`config.mk`:
```
export PLATFORM = sky130hd
export DESIGN_NAME = button_debounce_fsm
export DESIGN_NICKNAME = d
export VERILOG_FILES = /design/src/rtl/button_debounce_fsm.sv
export SDC_FILE = /design/constraint.sdc
export NUM_CORES = 1
export LEC_CHECK = 0
export ABC_AREA = 1
export BUFFER_PORTS_ARGS = -buffer_cell sky130_fd_sc_hd__buf_4
export CAP_MARGIN = 15
export CORE_MARGIN = 2
export CORE_UTILIZATION = 59
export DETAILED_ROUTE_END_ITERATION = 8
export MAX_ROUTING_LAYER = met4
export PLACE_DENSITY = 0.84
export SLEW_MARGIN = 20
export SYNTH_ARGS = -nofsm -noshare
export SYNTH_HDL_FRONTEND = slang
export SYNTH_SLANG_ARGS = --single-unit
```
`constraint.sdc`:
```
create_clock -name clk -period 1.8 [get_ports clk]
set_input_delay 0.27 -clock clk [delete_from_list [all_inputs] [get_ports clk]]
set_output_delay 0.27 -clock clk [all_outputs]
set_load 0.03 [all_outputs]
```
`src/rtl/button_debounce_fsm.sv`:
```
// button_debounce_fsm
// Cleans up a bouncy push-button level. The raw input is synchronised by two
// flops, then a four-state FSM requires the new level to hold for DEBOUNCE_N
// consecutive samples before the clean level A follows it. The rise and fall
// pulses mark the cycle in which A changes, for the downstream edge-detecting
// Mealy FSM.

module button_debounce_fsm #(
    parameter int DEBOUNCE_N = 4,
    parameter int CNT_W      = 16
) (
    input  logic clk,
    input  logic reset,
    input  logic btn_raw,
    output logic A,
    output logic rise,
    output logic fall
);

    typedef enum logic [1:0] {
        IDLE_LOW    = 2'd0,
        WAIT_HIGH   = 2'd1,
        STABLE_HIGH = 2'd2,
        WAIT_LOW    = 2'd3
    } state_t;

    // Terminal count: the sample that leaves the stable state counts as
    // sample one, so the last wait cycle is reached at DEBOUNCE_N-1.
    localparam logic [CNT_W-1:0] CNT_LAST = CNT_W'(DEBOUNCE_N - 1);
    localparam logic [CNT_W-1:0] CNT_ONE  = CNT_W'(1);

    logic             sync1;
    logic             sync2;
    logic             s;
    state_t           state;
    state_t           next_state;
    logic [CNT_W-1:0] cnt;
    logic [CNT_W-1:0] next_cnt;
    logic             next_a;
    logic             next_rise;
    logic             next_fall;

    assign s = sync2;

    // Two-flop synchroniser bringing the asynchronous button into the clk domain
    always_ff @(posedge clk) begin
        if (reset) begin
            sync1 <= 1'b0;
            sync2 <= 1'b0;
        end else begin
            sync1 <= btn_raw;
            sync2 <= sync1;
        end
    end

    // State, stability counter and the registered Moore/pulse outputs
    always_ff @(posedge clk) begin
        if (reset) begin
            state <= IDLE_LOW;
            cnt   <= '0;
            A     <= 1'b0;
            rise  <= 1'b0;
            fall  <= 1'b0;
        end else begin
            state <= next_state;
            cnt   <= next_cnt;
            A     <= next_a;
            rise  <= next_rise;
            fall  <= next_fall;
        end
    end

    // Next-state logic: any disagreement with the accepted level must persist or it is thrown away
    always_comb begin
        next_state = state;
        next_cnt   = cnt;
        case (state)
            IDLE_LOW: begin
                if (s) begin
                    next_state = WAIT_HIGH;
                    next_cnt   = CNT_ONE;
                end
            end
            WAIT_HIGH: begin
                if (s) begin
                    if (cnt == CNT_LAST) begin
                        next_state = STABLE_HIGH;
                        next_cnt   = '0;
                    end else begin
                        next_cnt = cnt + CNT_ONE;
                    end
                end else begin
                    next_state = IDLE_LOW;
                    next_cnt   = '0;
                end
            end
            STABLE_HIGH: begin
                if (!s) begin
                    next_state = WAIT_LOW;
                    next_cnt   = CNT_ONE;
                end
            end
            WAIT_LOW: begin
                if (!s) begin
                    if (cnt == CNT_LAST) begin
                        next_state = IDLE_LOW;
                        next_cnt   = '0;
                    end else begin
                        next_cnt = cnt + CNT_ONE;
                    end
                end else begin
                    next_state = STABLE_HIGH;
                    next_cnt   = '0;
                end
            end
            default: begin
                next_state = IDLE_LOW;
                next_cnt   = '0;
            end
        endcase
    end

    // Output logic: A follows the state it lands in, pulses mark only the completed acceptances
    always_comb begin
        next_a    = 1'b0;
        next_rise = 1'b0;
        next_fall = 1'b0;
        next_a    = (next_state == STABLE_HIGH) || (next_state == WAIT_LOW);
        next_rise = (state == WAIT_HIGH) && (next_state == STABLE_HIGH);
        next_fall = (state == WAIT_LOW) && (next_state == IDLE_LOW);
    end

endmodule

```
After elaboration in Yosys (flattened, before gate mapping)

Cells that the tools add are included.

Register bits after elaboration: 23
Input bits: 3
Output and inout bits: 3
Logic and storage cells: 35

Add/sub/neg operators: 1
Equal/unequal tests: 8
Muxes and demuxes: 13
Reduce and logical (&&, ||, !) cells: 6

Operator list:

| operator                                                               | number |
|---|---|
| 16-bit 2-to-1 mux                                                      | 5 |
| 16-bit case mux with 4 select lines                                    | 1 |
| 16-bit by 1-bit adder with 16-bit output, second input constant        | 1 |
| 16-bit by 2-bit equality test with 1-bit output, second input constant | 1 |
| 2-bit 2-to-1 mux                                                       | 6 |
| 2-bit equality test, second input constant                             | 4 |
| 2-bit case mux with 4 select lines                                     | 1 |
| 2-bit zero test                                                        | 2 |
| 2-bit inequality test, second input constant                           | 2 |
| 2-bit by 1-bit equality test with 1-bit output, second input constant  | 1 |
| 1-bit logical AND                                                      | 2 |
| 2-bit AND reduction                                                    | 1 |
| 1-bit logical OR                                                       | 1 |

Longest topological paths before layout

Word-level depth: 6
Depth in mapped cells: 9
Mapped depth without buffers: 8

Worst setup path before layout

Ideal clock, no wire load.

Path type: register to register
Start: register cnt[1]
End: register cnt[6]
Setup time: 136 ps
Arrival: 1203 ps
Data required time: 1664 ps
Slack: 462 ps
Cell stages (with the launch flop): 10
Buffers on the path: 1
Period minus slack after synthesis: 1338 ps
Cell sequence: dfxtp_1 > ha_1 > nand3_1 > nor2_1 > nand2_1 > nand2_2 > clkinv_2 > buf_12 > nand2_2 > a21oi_2

Word-level cells in the longest chain between the ends: 4
Elaborated cells between the ends (all ways): 6
Classes of those cells: 1 x add/sub; 1 x eq/ne; 4 x mux

Ends and longest elaborated chain:

| item                                                                                                        | RTL line | text |
|---|---|---|
| from (decl)                                                                                                 | 37       | `logic [CNT_W-1:0] cnt;` |
| from (signal assigned)                                                                                      | 66       | `cnt <= next_cnt;` |
| 16-bit by 1-bit adder with 16-bit output or 16-bit by 2-bit equality test with 1-bit output (tied branches) | -        |  |
| 16-bit 2-to-1 mux (*)                                                                                       | 86, 105  |  |
| 16-bit 2-to-1 mux, on equally long branches                                                                 | 104, 85  |  |
| 16-bit case mux with 4 select lines (*)                                                                     | 77       | `case (state)` |

Every way passes the cells marked *; elsewhere a longest branch is shown, timed or not.
A chain may end at the register's enable or synchronous reset.

Worst setup path in the final report

Start: register cnt[1]
End: register cnt[15]

Same word-level chain as after synthesis.

==> impl_results.md <==
- Leakage power: 0.471 nW
- FP Rows: 16
- Relative slew slack: 0.726
- Total gr overflow: 0
- Nets: 194
- Hold WS: 151 ps
- Die Wd: 50.6 um
- Slew Viols, Final: 0
- DR iter-0 viols: 31
- Final Hold Vio Count: 0
- Post-Syn Area: 1280 um^2
- Skew-Pair Late Insertion Delay: 310 ps
- Placer Congestion: 0.889
- 1st-pass router iterations: 4
- Setup repair bufs after CTS: 0
- Highest clock rate: 0.635 GHz
- Max clock buf depth: 2
- Most common cell in the netlist: nand2_1
- Setup-failing EPs final: 0
- Clock tree from TritonCTS: built
- Setup CP Type: flip-flop to flip-flop
- Global-route wire length before repair: 4310 um
- Multi-input gate area: 714 um^2
- Worst min-delay path category: input pin to flip-flop
- FILL cells: 185
- Critical Path End Type: flip-flop
- Synthesized flop and latch total: 23
- Sequential area share after synthesis: 0.360
- Required @ worst endpoint: 2020 ps
- Synth Instances: 183
- PortBufs: 5
- Initial Utilization: 0.639
- Worst setup path start: cnt[1]$_SDFFE_PP0P_
- Final ANT Viol Nets: 0
- Synth Warn #: 0
- GR Util All Layers: 0.227
- Synthesized net count: 187
- Clock slew at reported path FFs: 130 ps
- Layout cells sized above 1: 0.212
- Most used DFF post-synth: dfxtp_1
- Final wirelength: 2530 um
- Asr flop ratio synth: 0
- ANT cells: 0
- Via count: 1145
- Max-cap violations: 0
- Wire length per cell: 11.7 um
- Status: finished, final reports clean
- Vias in the first global route: 1042
- Die Y: 50.6 um
- Number of synthesized flops with an enable pin: 0
- Clock Skew: 1.83 ps
- DRC: 0
- Sink Count: 23
- Crit-path max FO: 12
- Synth cell types: 25
- Setup_tns: 0 ps
- Max VDD drop: 0.426 mV
- Slew @ Worst Pin: 407 ps
- PostCTS Resize Cnt: 0
- Placeable Area: 2000 um^2
- DP Wirelength: 1810 um
- Top post-synthesis cells by area: dfxtp_1, nand2_1, nor2_1
- Sequential cell area: 460 um^2
- Crit path DAT: 1800 ps
- Pwr dens: 593 nW/um^2
- Largest net degree at the start of global routing: 14
- Leading area contributor after synthesis: dfxtp_1
- Top cells by count, synth: nand2_1, nor2_1, dfxtp_1
- CTS H-tree lvls: 1
- Vias/cell: 5.30
- DIE AREA: 2560 um^2
- Hold path start: btn_raw
- Hold_buf cts: 0
- Mean post-synth cell area: 6.99 um^2
- Share of the synthesized area in the top cell type: 0.360
- Area delta synth->final: 4.99%
- Crit share post-route: 0.874
- Reg2reg start: cnt[1]$_SDFFE_PP0P_
- RSZ-0062 raised after global routing: false
- Initial antenna violation count: 0
- CTS Buf Count: 3
- Tmin final: 1570 ps
- Boundary pin count: 6
- Clock root cell: clkbuf_4
- Crit path launch type: flip-flop
[where the power goes]
part	leakage, nW	switching, mW	internal, mW	total (mW)
clock	0.0177	0.162	0.0832	0.245
combinational	0.267	0.0253	0.00967	0.0349
sequential	0.186	0.00278	0.513	0.516
total	0.471	0.190	0.606	0.796
[registers in the layout, indices dropped and copies added, names as in the netlist]
name   cells
A          1
cnt       16
fall       1
rise       1
s          1
state      2
sync1      1
[layout by cell type, fill, tap and decap left out]
cell	count
nor2_2	1
nor3_1	2
o21ai_0	7
nand4_1	4
xor2_1	3
dfxtp_1	23
nand3_1	11
nand2_1	48
ha_1	1
a21oi_2	11
nor3b_1	1
nor2_1	28
clkinv_2	2
nor2_4	2
clkbuf_4	3
buf_4	5
a21oi_1	4
or2_2	1
inv_1	15
clkinv_1	1
inv_2	1
nand2_2	13
xnor2_2	1
xnor2_1	1
[routing by layer]
metal	up-vias	wire length (um)	global-route usage	share of wire
met5	-	0	-	0
met4	0	35	0.104	0.014
met3	5	113	0.0179	0.045
met2	30	1210	0.368	0.48
met1	519	1170	0.290	0.46
li1	591	-	-	-
[cell families (layout without fill, tap and decap cells)]
logic type	after synthesis	after routing	share of synthesized area
buffers and inverters	21	27	0.0812
adders and majority gates	1	1	0.00978
DFF	23	23	0.360
xor gates and xnor gates	5	5	0.0401
AOI/OAI and AO/OA	22	22	0.118
and+or+nand+nor	111	111	0.390
[path summary, 6_finish.rpt]
kind                                        endpoint  cells after the start  slack [ps]
worst min register to register          s$_SDFF_PP0_                      2         420
worst max register to register  cnt[15]$_SDFFE_PP0P_                      8         230
worst min-delay path                sync1$_SDFF_PP0_                      3         150
worst max-delay path            cnt[15]$_SDFFE_PP0P_                      8         230
[layout make-up]
| class | count | share of cell area |
|---|---|---|
| Tap cell | 27 | 0.0252 |
| Sequential cell | 23 | 0.343 |
| Clock buffer | 3 | 0.0168 |
| Clock inverter | 1 | 0.00373 |
| Multi-Input combinational cell | 139 | 0.532 |
| Inverter | 18 | 0.0513 |
| Timing Repair Buffer | 5 | 0.0280 |
[worst max-delay path: stages (launching register included)]
cell and delay (ps):
dfxtp_1 390, ha_1 210, nand3_1 90, nor2_1 100, nand2_1 120, nand2_2 120
clkinv_2 220, nand2_1 170, a21oi_2 60
[stage by stage]
stage                     cell area, um^2  setup slack, ps  utilization  total power [mW]  std cells
final                                1340              226        0.671             0.796        216
after global routing                 1340             27.2        0.671             0.820        216
after CTS                            1340              217        0.671             0.797        216
after detailed placement             1320              240        0.657             0.562        212
after global placement               1320              344        0.657             0.561        212
after floorplan                      1280              462            -             0.554        183
(Power assumes the default switching activity.)
